### config.mk
export PLATFORM = sky130hd
export DESIGN_NAME = stream_demux_1xn
export DESIGN_NICKNAME = d
export VERILOG_FILES = /design/src/rtl/stream_demux_1xn.sv
export SDC_FILE = /design/constraint.sdc
export NUM_CORES = 1
export LEC_CHECK = 0
export ABC_CLOCK_PERIOD_IN_PS = 2700
export CAP_MARGIN = 0
export CORE_MARGIN = 2
export CORE_UTILIZATION = 40
export DETAILED_ROUTE_END_ITERATION = 10
export PLACE_DENSITY = 0.87
export SLEW_MARGIN = 20
export SYNTH_ARGS = -nofsm -noshare
export SYNTH_HDL_FRONTEND = slang
export SYNTH_SLANG_ARGS = --single-unit
### constraint.sdc
create_clock -name clk -period 2.7 [get_ports clk]
set_input_delay 0.54 -clock clk [delete_from_list [all_inputs] [get_ports clk]]
set_output_delay 0.54 -clock clk [all_outputs]
set_load 0.1 [all_outputs]
### src/rtl/stream_demux_1xn.sv
// Registered 1-to-NUM_OUT packet demultiplexer with valid/ready handshaking.
// The first beat selects a channel that stays locked until the last beat.
module stream_demux_1xn #(
    parameter int DATA_W  = 8,
    parameter int NUM_OUT = 4,
    parameter int CNT_W   = 8,
    localparam int SEL_W  = $clog2(NUM_OUT)
) (
    input  logic               clk,
    input  logic               rst_n,
    input  logic               in_valid,
    output logic               in_ready,
    input  logic [DATA_W-1:0]  in_data,
    input  logic               in_last,
    input  logic [SEL_W-1:0]   in_sel,
    output logic [NUM_OUT-1:0] out_valid,
    input  logic [NUM_OUT-1:0] out_ready,
    output logic [DATA_W-1:0]  out_data,
    output logic               out_last,
    output logic [CNT_W-1:0]   drop_cnt
);

    typedef enum logic [1:0] {
        IDLE,
        ROUTE,
        DROP
    } state_t;

    localparam logic [SEL_W:0] NUM_OUT_L = (SEL_W+1)'(NUM_OUT);

    state_t           state;
    state_t           state_nxt;
    logic [SEL_W-1:0] lock_ch;
    logic [SEL_W-1:0] lock_nxt;
    logic [SEL_W-1:0] load_ch;
    logic [SEL_W-1:0] buf_ch;
    logic             buf_full;
    logic             sel_ok;
    logic             accept;
    logic             deliver;
    logic             load;
    logic             drop_inc;

    always_comb begin
        out_valid = '0;
        for (int k = 0; k < NUM_OUT; k++) begin
            out_valid[k] = buf_full && (buf_ch == SEL_W'(k));
        end
    end

    assign sel_ok  = ({1'b0, in_sel} < NUM_OUT_L);
    // Selected consumer's ready; non-selected ready bits are masked out.
    assign deliver = |(out_valid & out_ready);
    assign accept  = in_valid && in_ready;

    always_comb begin
        state_nxt = state;
        lock_nxt  = lock_ch;
        load_ch   = lock_ch;
        load      = 1'b0;
        drop_inc  = 1'b0;
        in_ready  = !buf_full || deliver;
        unique case (state)
            IDLE: begin
                if (!sel_ok) begin
                    in_ready = 1'b1;
                end
                if (accept) begin
                    if (sel_ok) begin
                        load     = 1'b1;
                        load_ch  = in_sel;
                        lock_nxt = in_sel;
                        if (!in_last) begin
                            state_nxt = ROUTE;
                        end
                    end else begin
                        drop_inc = 1'b1;
                        if (!in_last) begin
                            state_nxt = DROP;
                        end
                    end
                end
            end
            ROUTE: begin
                if (accept) begin
                    load = 1'b1;
                    if (in_last) begin
                        state_nxt = IDLE;
                    end
                end
            end
            DROP: begin
                in_ready = 1'b1;
                if (accept && in_last) begin
                    state_nxt = IDLE;
                end
            end
            default: begin
                state_nxt = IDLE;
            end
        endcase
    end

    always_ff @(posedge clk or negedge rst_n) begin
        if (!rst_n) begin
            state   <= IDLE;
            lock_ch <= '0;
        end else begin
            state   <= state_nxt;
            lock_ch <= lock_nxt;
        end
    end

    // Reload on accept wins over delivery, keeping one beat per clock.
    always_ff @(posedge clk or negedge rst_n) begin
        if (!rst_n) begin
            buf_full <= 1'b0;
            buf_ch   <= '0;
            out_data <= '0;
            out_last <= 1'b0;
        end else if (load) begin
            buf_full <= 1'b1;
            buf_ch   <= load_ch;
            out_data <= in_data;
            out_last <= in_last;
        end else if (deliver) begin
            buf_full <= 1'b0;
        end
    end

    always_ff @(posedge clk or negedge rst_n) begin
        if (!rst_n) begin
            drop_cnt <= '0;
        end else if (drop_inc && (drop_cnt != '1)) begin
            drop_cnt <= drop_cnt + 1'b1;
        end
    end

endmodule
==> flow_summary.ini, run 1 <==
[status]
outcome = completed

[sta]
tns_ns = 0
fmax_mhz = 468
slew_headroom = 0.571
clock_skew_ns = 0.0128
rsz0062_at_grt = no
holdWs_ns = 0.513
setup_viol_count_final = 0
slew_viol_final = 0
fin_crit_sh = 0.792
tightest_slew_ns = 0.641
min_period_ns = 2.14
hold_viol = 0

[grt]
grt_pass1_vias = 508
grt_pass1_wl_um = 2210
grt.total_usage = 0.142
overflow = 0
grt_max_degree = 16
antenna_found_initial = 0

[clock_tree]
cts_buffer_depth = 2
clkLatencyLatePin_ns = 0.28
post-cts-setup-buffer-count = 0
holdBufCountCts = 0
cts_sinks = 15
cts-buffers-inserted = 3
post_cts_resized = 0
htreeDepth = 1
clockRootBuffer = clkbuf_4
path_clk_slew_ns = 0.09
cts_tree = yes

[placed_design]
gp_congestion = 0.639
io_buffers = 31
hpwl_um = 1140
post-place-cells = 110

[logic_synthesis]
synthCells = 56
synth_top_cells_by_area = dfrtp_1 (49%), mux2_4 (17%), mux2_2 (8.7%)
yosysSeqAreaShare = 0.485
synth_top_area_share = 0.485
yosys.area.top_type = dfrtp_1
yosysWarnings = 0
async_flop_share = 1.00
synth-seq-cells = 15
synthTopCellsByCount = dfrtp_1 (15), mux2_4 (9), buf_4 (8)
yosysMostFrequentCell = dfrtp_1
synth_flop_cell = dfrtp_1
synth_cell_type_count = 18
synth_edf_count = 0
syn_avg_cell_area_um2 = 13.8
syn_area_um2 = 773

[routing]
drt-pass1-iter-count = 2
route.detailed.drc = 0
wire_per_inst_um = 11.9
vias_per_cell = 4.46
drt-initial-drc-count = 3
via_count = 509
drtAntennaViolNets = 0
totalWireLength_um = 1360

[die]
start_util = 0.438
core.rowCount = 15
ios = 40
fp.dieH_um = 48.0
dieWidth_um = 48.0
core-area_um2 = 1760
fp.dieArea_um2 = 2300

[worst_setup_path]
crit_end = in_ready
critPathLaunch = out_ready[2]
worst_setup_path_end_kind = output pin
worstSetupPathType = primary input to output pin
reg2reg_depth = 3
worstPathRequired_ns = 2.16
r2r_slack_ns = 0.96
r2r_end = buf_ch[0]
cp_max_fo = 3
r2r-start = buf_ch[0]
cp-start-kind = primary input
worstPathArrival_ns = 1.60

[job]
maxCapViolations = 0

[layout]
final_cells = 114
diodes = 0
fin_nets = 108
syn2layout_area_growth_pct = 39.6
post-route-util = 0.612
layout-drive-gt1-share = 0.438
fillers = 149

[min_path]
min_path_type = flop to flop
-- metal layers --
metal  vias up  track usage  share of wire
met4         0       0.0324              0
met2        25        0.253           0.52
met3         0       0.0491          0.066
met1       243        0.162           0.41
met5         -            0              0
li1        241            -              -
-- registers in the layout, summed over array words and instances, names as in the netlist --
signal	count
buf_full	1
lock_ch	2
state	1
buf_ch	2
out_last	1
out_data	8
-- cells in the final DEF (no fill, tap or decap) --
cell type,instances
a221o_2,1
a221oi_1,1
a22oi_2,1
and2_1,1
and2_2,1
and2b_2,2
and3_2,1
buf_12,1
buf_4,13
clkbuf_4,3
clkdlybuf4s50_1,17
clkinv_2,1
conb_1,8
dfrtp_1,15
inv_1,2
mux2_2,6
mux2_4,9
mux2i_1,3
nand2_1,1
nand2b_1,1
nor2b_1,1
-- metrics by stage --
stage	area, um^2	setup slack, ns
2_1_floorplan	805	0.557
3_3_place_gp	1050	0.554
3_5_place_dp	1050	0.511
4_1_cts	1080	0.557
5_1_grt	1080	0.501
6_report	1080	0.563
-- cells by family (layout without fill, tap and decap cells) --
group           count (synthesis)  in the layout  share of synthesized area
flops                          15             15                      0.485
compound gates                  3              3                     0.0356
simple gates                    8              8                     0.0712
mux                            18             18                      0.301
buf+inv                        11             37                      0.102
other cells                     1              8                    0.00485
-- worst min-delay path by stage --
stage / startpoint / to / slack, ns / cells past startpoint
after floorplan: rst_n / buf_ch[0] / 0.24 / 0
after global placement: lock_ch[0] / lock_ch[0] / 0.49 / 1
after detailed placement: out_data[3] / out_data[3] / 0.50 / 1
after CTS: lock_ch[1] / lock_ch[1] / 0.52 / 1
after global routing: lock_ch[1] / lock_ch[1] / 0.54 / 1
final: lock_ch[1] / lock_ch[1] / 0.51 / 1
-- worst max-delay path, stage by stage --
cell	delay, ns
clkdlybuf4s50_1	0.46
mux2i_1	0.11
a22oi_2	0.28
buf_12	0.21
-- final cells by class --
| cell class | instances | area, um^2 | share of cell area |
|---|---|---|---|
| clock inverter | 1 | 5.00 | 0.00463 |
| tap | 25 | 31.3 | 0.0290 |
| timing repair buffer | 31 | 288 | 0.267 |
| clock buffer | 3 | 22.5 | 0.0209 |
| sequential | 15 | 375 | 0.348 |
| inverter | 2 | 7.51 | 0.00695 |
| multi-input combinational | 37 | 350 | 0.324 |
Power of run 1 is left out: the tool's default activity adds up to more than one toggle a clock period on the data nets, which glitch-free logic cannot reach.
==> inputs of run 2 (changes only) <==
--- a/config.mk
+++ b/config.mk
@@ -5,12 +5,12 @@
 export SDC_FILE = /design/constraint.sdc
 export NUM_CORES = 1
 export LEC_CHECK = 0
-export ABC_CLOCK_PERIOD_IN_PS = 2700
+export ABC_CLOCK_PERIOD_IN_PS = 1900
 export CAP_MARGIN = 0
 export CORE_MARGIN = 2
-export CORE_UTILIZATION = 40
+export CORE_UTILIZATION = 34
 export DETAILED_ROUTE_END_ITERATION = 10
-export PLACE_DENSITY = 0.87
+export PLACE_DENSITY = 0.79
 export SLEW_MARGIN = 20
 export SYNTH_ARGS = -nofsm -noshare
 export SYNTH_HDL_FRONTEND = slang
==> constraint.sdc (replaced) <==
create_clock -name clk -period 1.9 [get_ports clk]
set_input_delay 0.38 -clock clk [delete_from_list [all_inputs] [get_ports clk]]
set_output_delay 0.38 -clock clk [all_outputs]
set_load 0.1 [all_outputs]
==> run 2 against run 1 <==
Against the previous run: non-clock buffer count is 5 higher; final area increased by 9.8%; final cell count is 7.0% higher; wire length grew 5.9%; critical endpoint unchanged; critical path depth did not move; register-to-register slack got worse by 0.82 ns; clock skew down 0.0048 ns; die area rose by 16%; critical path type is now flop to output pin.
==> flow_summary.ini, run 2 (synthesized netlist as in run 1, its figures left out) <==
[status]
outcome = completed

[die]
ios = 40
fp.dieArea_um2 = 2670
core-area_um2 = 2190
dieWidth_um = 51.7
fp.dieH_um = 51.7
start_util = 0.353
core.rowCount = 17

[sta]
slew_viol_final = 0
tightest_slew_ns = 0.658
setup_viol_count_final = 0
min_period_ns = 1.85
slew_headroom = 0.560
rsz0062_at_grt = no
fmax_mhz = 541
clock_skew_ns = 0.00799
hold_viol = 0
fin_crit_sh = 0.972
holdWs_ns = 0.496
setup_slack_ns = 0.0532

[worst_setup_path]
worst_setup_path_end_kind = output pin
worstPathRequired_ns = 1.52
cp-start-kind = flop
worstPathArrival_ns = 1.47
r2r_end = out_data[5]
cpPeakStageDelay_ns = 0.44
slowest_stage = dfrtp_2
cp_max_fo = 3
r2r-start = buf_ch[0]
cp_cell_sequence = mux2i_2, buf_4, a22oi_2, buf_12
worstSetupPathType = flop to output pin
reg2reg_depth = 4
r2r_slack_ns = 0.14

[layout]
reg_top3 = out_data: 8 flops, buf_ch: 2 flops, lock_ch: 2 flops
fillers = 195
top_register = out_data
post-route-util = 0.541
final_common_cell = clkdlybuf4s50_1
syn2layout_area_growth_pct = 53.4
largest_reg_flops = 8
multi_input_area_um2 = 354
fin_nets = 113
regArea_um2 = 377
final_area_um2 = 1190
mostFrequentLayoutCells = clkdlybuf4s50_1 (15), dfrtp_1 (14), buf_4 (13)
layout-drive-gt1-share = 0.489
diodes = 0

[clock_tree]
cts_tree = yes
clockRootBuffer = clkbuf_4
cts_buffer_depth = 2
cts-buffers-inserted = 3
holdBufCountCts = 0
clkLatencyLatePin_ns = 0.28
path_clk_slew_ns = 0.09
cts_sinks = 15
htreeDepth = 1

[routing]
drt-initial-drc-count = 4
wire_per_inst_um = 11.8
via_count = 540
drtAntennaViolNets = 0
drt-pass1-iter-count = 4
totalWireLength_um = 1440
route.detailed.drc = 0
vias_per_cell = 4.43

[grt]
grt_max_degree = 16
antenna_found_initial = 0
overflow = 0
grt.total_usage = 0.124
grt_pass1_vias = 562
grt_pass1_wl_um = 2430

[placed_design]
hpwl_um = 1160
pre_cts_ws_ns = -0.116
io_buffers = 31
placed_area_um2 = 1130
gp_congestion = 0.674

[job]
maxCapViolations = 0

[min_path]
min_path_type = primary input to async pin
[run 2: cell types whose count changed in the layout (fill, tap and decap cells not counted), sizes merged]
cell and delta:
buf +5, clkdlybuf4s50 -2, dlygate4sd2 +2
[run 2: how the worst max path moves through the flow]
stage / startpoint / to / slack [ns] / cells after the start
after floorplan: buf_ch[0] / in_ready / -0.005 / 2
after global placement: out_ready[3] / out_last / -0.08 / 4
after detailed placement: out_ready[1] / buf_ch[0] / -0.12 / 4
after CTS: buf_ch[0] / in_ready / 0.02 / 4
after global routing: buf_ch[0] / in_ready / 0.002 / 4
final: buf_ch[0] / in_ready / 0.05 / 4
[run 2: worst max-delay path, delay by kind of cell (launching register included)]
| family | cells | cell delay, ns |
|---|---|---|
| flip-flops | 1 | 0.44 |
| multiplexers | 1 | 0.16 |
| buffers and inverters | 2 | 0.35 |
| AO/OA/AOI/OAI | 1 | 0.23 |
[run 2: per-stage QoR]
step | setup TNS [ns] | cells
after floorplan | -0.00477 | 63
after global placement | -0.839 | 115
after detailed placement | -1.08 | 115
after CTS | 0 | 122
after global routing | 0 | 122
final | 0 | 122
[run 2: cell type report]
cell class,count,share of cell area
flip-flops and latches,15,0.318
repair buffers,36,0.325
clock inverters,1,0.00422
multi-input cells,37,0.299
well taps,28,0.0295
clock buffers,3,0.0190
inverters,2,0.00633
[run 2: repair_timing]
action                                  CTS  global route
gates cloned                              0             0
buffers inserted                          3             0
pin swaps                                 1             1
resized for setup                         4             0
endpoints found under the setup margin    1             1
hold endpoints to repair                  0             0
[run 2: layer usage]
metal | vias to the layer above | track usage | share of wire
met2 | 30 | 0.233 | 0.53
met4 | 0 | 0.0526 | 0
li1 | 252 | - | -
met1 | 258 | 0.126 | 0.38
met3 | 0 | 0.0345 | 0.088
met5 | - | 0 | 0
Power of run 2 is left out for the same reason.
==> inputs of run 3 (changes only) <==
--- a/config.mk
+++ b/config.mk
@@ -6,7 +6,6 @@
 export NUM_CORES = 1
 export LEC_CHECK = 0
 export ABC_CLOCK_PERIOD_IN_PS = 1900
-export CAP_MARGIN = 0
 export CORE_MARGIN = 2
 export CORE_UTILIZATION = 34
 export DETAILED_ROUTE_END_ITERATION = 10
==> results of run 3 <==
The final DEF is identical to that of run 2; final timing and power are the same.
Power of run 3 is left out for the same reason.
